$ cat config.mk
export PLATFORM = sky130hd
export DESIGN_NAME = fetch_decode_queue
export DESIGN_NICKNAME = d
export VERILOG_FILES = /design/src/rtl/fetch_decode_queue.sv
export SDC_FILE = /design/constraint.sdc
export NUM_CORES = 1
export LEC_CHECK = 0
export CORE_ASPECT_RATIO = 1.4
export CORE_MARGIN = 1
export CORE_UTILIZATION = 55
export CTS_CLUSTER_DIAMETER = 50
export DETAILED_ROUTE_END_ITERATION = 12
export DONT_BUFFER_PORTS = 1
export PLACE_DENSITY = 0.73
export SETUP_SLACK_MARGIN = 0.5
export SLEW_MARGIN = 20
export SYNTH_ARGS = -nofsm -noshare
export SYNTH_HDL_FRONTEND = slang
export SYNTH_SLANG_ARGS = --single-unit
$ cat constraint.sdc
create_clock -name clk -period 2.5 [get_ports clk]
set_input_delay 0.5 -clock clk [delete_from_list [all_inputs] [get_ports clk]]
set_output_delay 0.5 -clock clk [all_outputs]
set_load 0.005 [all_outputs]
$ cat src/rtl/fetch_decode_queue.sv
// Fetch-to-decode instruction queue: buffers {instr, pc2, err} words, absorbs decode stalls, flushes on redirect.
// Optional same-cycle bypass into an empty queue is enabled by defining FDQ_BYPASS_EN.
module fetch_decode_queue #(
  parameter int unsigned      DEPTH     = 2,
  parameter int unsigned      WIDTH     = 16,
  parameter logic [WIDTH-1:0] NOP_INSTR = WIDTH'(16'h0800)
) (
  input  logic                     clk,
  input  logic                     rst,
  input  logic                     In_Valid,
  input  logic [WIDTH-1:0]         In_Instr,
  input  logic [WIDTH-1:0]         In_PC2,
  input  logic                     In_Err,
  input  logic                     Flush,
  input  logic                     Dec_Stall,
  output logic                     Full,
  output logic                     Out_Valid,
  output logic [WIDTH-1:0]         Out_Instr,
  output logic [WIDTH-1:0]         Out_PC2,
  output logic                     Out_Err,
  output logic [$clog2(DEPTH):0]   Count
);

  localparam int unsigned PTR_W = $clog2(DEPTH);
  localparam int unsigned CNT_W = PTR_W + 1;

  typedef struct packed {
    logic [WIDTH-1:0] instr;
    logic [WIDTH-1:0] pc2;
    logic             err;
  } entry_t;

  entry_t             mem [DEPTH];
  logic [PTR_W-1:0]   rd_ptr;
  logic [PTR_W-1:0]   wr_ptr;
  logic [CNT_W-1:0]   count;

  logic               empty;
  logic               push;
  logic               pop;
  logic               store;
  logic               advance;
  entry_t             head;
  entry_t             incoming;

  // Full depends only on registered count so fetch sees no input-to-stall path.
  assign Full     = (count == CNT_W'(DEPTH));
  assign empty    = (count == '0);
  assign Count    = count;
  assign incoming = '{instr: In_Instr, pc2: In_PC2, err: In_Err};

  // Head selection, handshake and storage control.
  always_comb begin
    push      = In_Valid & ~Full & ~Flush;
    head      = mem[rd_ptr];
    Out_Valid = ~empty;
`ifdef FDQ_BYPASS_EN
    if (empty && push) begin
      head      = incoming;
      Out_Valid = 1'b1;
    end
`endif
    pop       = Out_Valid & ~Dec_Stall;
    store     = push;
    advance   = pop;
`ifdef FDQ_BYPASS_EN
    // A bypassed word consumed immediately never occupies an entry.
    advance   = pop & ~empty;
    store     = push & ~(empty & pop);
`endif
    Out_Instr = Out_Valid ? head.instr : NOP_INSTR;
    Out_PC2   = Out_Valid ? head.pc2   : '0;
    Out_Err   = Out_Valid ? head.err   : 1'b0;
  end

  // Pointers and occupancy; flush realigns read to write without clearing data.
  always_ff @(posedge clk) begin
    if (rst) begin
      count  <= '0;
      rd_ptr <= '0;
      wr_ptr <= '0;
    end else if (Flush) begin
      count  <= '0;
      rd_ptr <= wr_ptr;
    end else begin
      if (store) begin
        wr_ptr <= wr_ptr + PTR_W'(1);
      end
      if (advance) begin
        rd_ptr <= rd_ptr + PTR_W'(1);
      end
      count <= count + CNT_W'(store) - CNT_W'(advance);
    end
  end

  // Entry storage needs no reset; validity is tracked by count.
  always_ff @(posedge clk) begin
    if (store) begin
      mem[wr_ptr] <= incoming;
    end
  end

endmodule

After elaboration in Yosys (flattened, before gate mapping) --
Memories as Yosys holds them, arrays and structs flattened. A register that Yosys moved wholly into a read port is not among the register bits. Index checks and enable logic that the tools add are counted.
Cells by class: $add $sub $neg 4, equal/unequal tests 1, muxes and demuxes 9, bitwise logic cells 7, reductions and logical operators 4
Operator list (number):
- 2-to-1 mux 16 bit | 2
- 2-to-1 mux 1 bit | 7
- NOT 1 bit | 4
- bitwise AND 1 bit | 3
- adder 1 bit (second input constant) | 2
- adder 2 x 1 -> 2 bit | 1
- equality test 2 bit (second input constant) | 1
- logical NOT 2 bit | 1
- AND reduction 2 bit | 1
- nonzero test 2 bit | 1
- OR reduction 2 bit | 1
- subtractor 2 x 1 -> 2 bit | 1
Word-level totals: register bits 4, RAM bits 66, output and inout bits 37, memories kept 1
Memories:
- mem | depth 2, width 33, rd ports 1, clocked after memory_dff 1, write ports 1, RTL line 33 | entry_t mem [DEPTH];

Longest topological paths before layout --
word-level depth 7, mapped depth 8

Least setup slack after synthesis --
No wires, ideal clock.
path type input port to flip-flop, start input Flush, end memory mem[1][0] in the netlist's numbering, enable pin, setup time 0.423 ns, arrival 2.264 ns, required time 2.077 ns, path slack -0.187 ns, stages 3, cells stage by stage nand2b_1 > or2_1 > nor2_1
Between the ends: cells in the longest elaborated chain, start to end 4
RTL lines:
- from (decl) | RTL line 14 | input logic Flush,
- NOT 1 bit (no source line)
- bitwise AND 1 bit | RTL line 54 | push = In_Valid & ~Full & ~Flush;
- 2-to-1 mux 1 bit | RTL line 98 | if (store) begin
- 2-to-1 mux 1 bit (not written as such) | RTL line 99 | mem[wr_ptr] <= incoming;
- to (decl) | RTL line 33
Every way passes these cells.

==> run_results.csv <==
group,metric,value,unit
global_route,antenna_found_initial,0,
logic_synthesis,syn-instance-count,167,
die,row_count,30,
clock_network,numCtsBuffers,9,
logic_synthesis,ys_ff_latch,71,
routing,via_per_inst,5.40,
critical_path,rr_startpoint,"Count[1]",
routing,antenna_left,0,
critical_path,cp_slowest_stage_delay,0.51,ns
logic_synthesis,synth.largest_area_cell,"edfxtp_1",
final_layout,utilization,62.4,%
placement,place.gp.congestion,0.669,
final_layout,drive_gt1_share,12.8,%
final_layout,layoutNonFillerInstCount,244,
routing,wl_per_cell,16.7,microns
clock_network,clockBufferDepth,2,
worst_hold_path,hp-class,"in2reg",
logic_synthesis,netlist_area,2730,sq um
placement,post-dp-hpwl,2.77,mm
timing,slew_violations,0,
power,p_leak,0.000994,uW
timing,worstMarginPinSlew,0.723,ns
final_layout,syn_to_final_growth,9.71,%
logic_synthesis,yosysWarnings,0,
placement,numPortBuffers,0,
clock_network,htreeDepth,3,
timing,relSlewSlack,51.7,%
worst_hold_path,hold_depth,1,
global_route,track_usage,17.3,%
routing,drt-initial-drc-count,61,
critical_path,worstPathRequired,2.00,ns
critical_path,r2r_cells,3,
timing,grt_setup_unrepaired,"false",
clock_network,cts_tree,"yes",
timing,finalHoldViolCount,0,
clock_network,clkLatencyLatePin,0.34,ns
global_route,grt_first_pass_wirelength,6.07,mm
die,core-area,4800,sq um
run_status,status,"finished clean",
logic_synthesis,syn_nets,207,
die,ioPinCount,75,
critical_path,cp_max_fo,19,
die,die_h,85.4,microns
final_layout,final_net_count,215,
logic_synthesis,avgSynthCellArea,16.4,sq um
clock_network,clockRootBuffer,"clkbuf_8",
die,die_area,5260,sq um
power,power,2200,uW
logic_synthesis,synth_area_leaders,"edfxtp_1, mux2i_1, nor2_1",
timing,min_period,1.88,ns
critical_path,start_kind,"flop",
routing,drc_errors,0,
worst_hold_path,worstHoldStart,"rst",
timing,max_freq,531,MHz
critical_path,arrival,1.38,ns
timing,post-route-period-util,75.3,%
critical_path,crit_slowest_cell,"dfxtp_4",
timing,fin_tns_setup,0,ns
global_route,grt_max_degree,34,
critical_path,cp-end-kind,"primary output",
job,maxCapViolations,0,
timing,whs,0.221,ns
clock_network,cts.sink_count,71,
clock_network,post_cts_buffers,0,
die,die_w,61.6,microns
power,pwr_density_cell,734,nW/um^2
critical_path,timing_worst_setup_path_type,"reg2out",
timing,finClkSkew,0.00954,ns
logic_synthesis,yosysUniqueCellTypes,21,
power,max-vdd-ir-drop,0.409,mV
final_layout,n_antenna_cell,0,
timing,finalSetupViolCount,0,
routing,wl,4.07,mm
routing,firstDrtPassIters,4,
logic_synthesis,synth_seq_area_share,76.2,%
critical_path,crit_chain,"buf_12 -> mux2i_1 -> nand2_1",
clock_network,path_clk_slew,0.06,ns
logic_synthesis,synth_top_area_share,72.5,%
placement,dp.cells,228,
global_route,grt-ovfl-total,0,
routing,vias,1318,
die,initial_utilization,56.9,%
global_route,grt_pass1_vias,1339,
==> cell usage after synthesis <==
cell / instances
o21a_1: 1
nand2b_1: 1
inv_1: 3
or3_1: 1
xor2_1: 2
edfxtp_1: 66
ha_1: 2
inv_2: 1
nor4b_1: 1
o21ai_0: 1
nor2_1: 35
buf_2: 4
o21ba_1: 1
dfxtp_1: 5
or2_1: 1
buf_4: 3
mux2i_1: 33
nor3b_1: 1
nor2b_4: 1
nand2_1: 2
a21oi_1: 2
==> timing repair <==
action                     in CTS  in global routing
resized for setup               1                  2
hold endpoints to repair        0                  0
hold buffers                    0                  0
setup endpoints to repair      19                 34
==> stage by stage <==
| stage | instance area (sq um) | setup slack (ns) |
|---|---|---|
| 3_3_place_gp | 2840 | 0.614 |
| 2_1_floorplan | 2740 | 0.637 |
| 5_1_grt | 3000 | 0.512 |
| 3_5_place_dp | 2840 | 0.507 |
| 4_1_cts | 3000 | 0.538 |
| 6_report | 3000 | 0.617 |
==> state kept, by name, summed over array words and instances (netlist names), named ones only <==
signal,cells
mem,66
rd_ptr,1
wr_ptr,1
Count,2
==> cell families (layout without fill, tap and decap cells) <==
kind of cell | Yosys count | in the layout | share of synthesized area, %
muxes | 33 | 33 | 12.1
AOI/OAI and AO/OA | 5 | 5 | 1.19
adders and majority gates | 2 | 2 | 0.916
and+or+nand+nor | 43 | 43 | 6.87
xor gates and xnor gates | 2 | 2 | 0.641
buffers and inverters | 11 | 24 | 2.11
DFF | 71 | 71 | 76.2
==> report_power, final <==
group,switching [uW],internal (uW)
Sequential,19.7,1350
Clock,360,354
Combinational,71.7,49.0
Total,452,1750
==> area by class of cell <==
| type | count | area [sq um] |
|---|---|---|
| inverter | 4 | 18.8 |
| clock buffer | 13 | 139 |
| tap | 64 | 80.1 |
| sequential | 71 | 2090 |
| timing repair buffer | 4 | 55.1 |
| multi-input combinational | 85 | 603 |
| clock inverter | 3 | 13.8 |
| fill | 398 | 1810 |
==> worst paths after layout <==
check                        to  slack [ns]
setup reg to reg     mem[0][32]        0.64
hold / removal           wr_ptr        0.22
hold reg to reg          wr_ptr        0.50
setup / recovery  Out_Instr[11]        0.62
==> layout by cell type (no fill, tap or decap), types with 2 or more instances in the layout <==
| cell | instances |
|---|---|
| dfxtp_2 | 2 |
| ha_1 | 2 |
| edfxtp_1 | 66 |
| mux2i_1 | 33 |
| buf_4 | 2 |
| nand2_1 | 2 |
| a21oi_1 | 2 |
| clkbuf_1 | 4 |
| xor2_1 | 2 |
| buf_12 | 2 |
| dfxtp_1 | 2 |
| clkbuf_8 | 9 |
| inv_1 | 2 |
| clkinv_2 | 2 |
| nor2_1 | 33 |
==> routing by layer <==
layer / vias up / track usage (%) / wire length, microns
li1: 622 / - / -
met1: 629 / 16.7 / 1350
met3: 11 / 9.76 / 469
met2: 56 / 27.7 / 2140
met4: 0 / 10.3 / 111
met5: - / 0 / 0
==> critical path, delay by kind of cell, from the launching register on <==
family	cells	cell delay (ns)
buf+inv	1	0.23
simple gates	1	0.09
mux	1	0.22
flops	1	0.51
No activity file was read; power rests on OpenSTA's default activity.
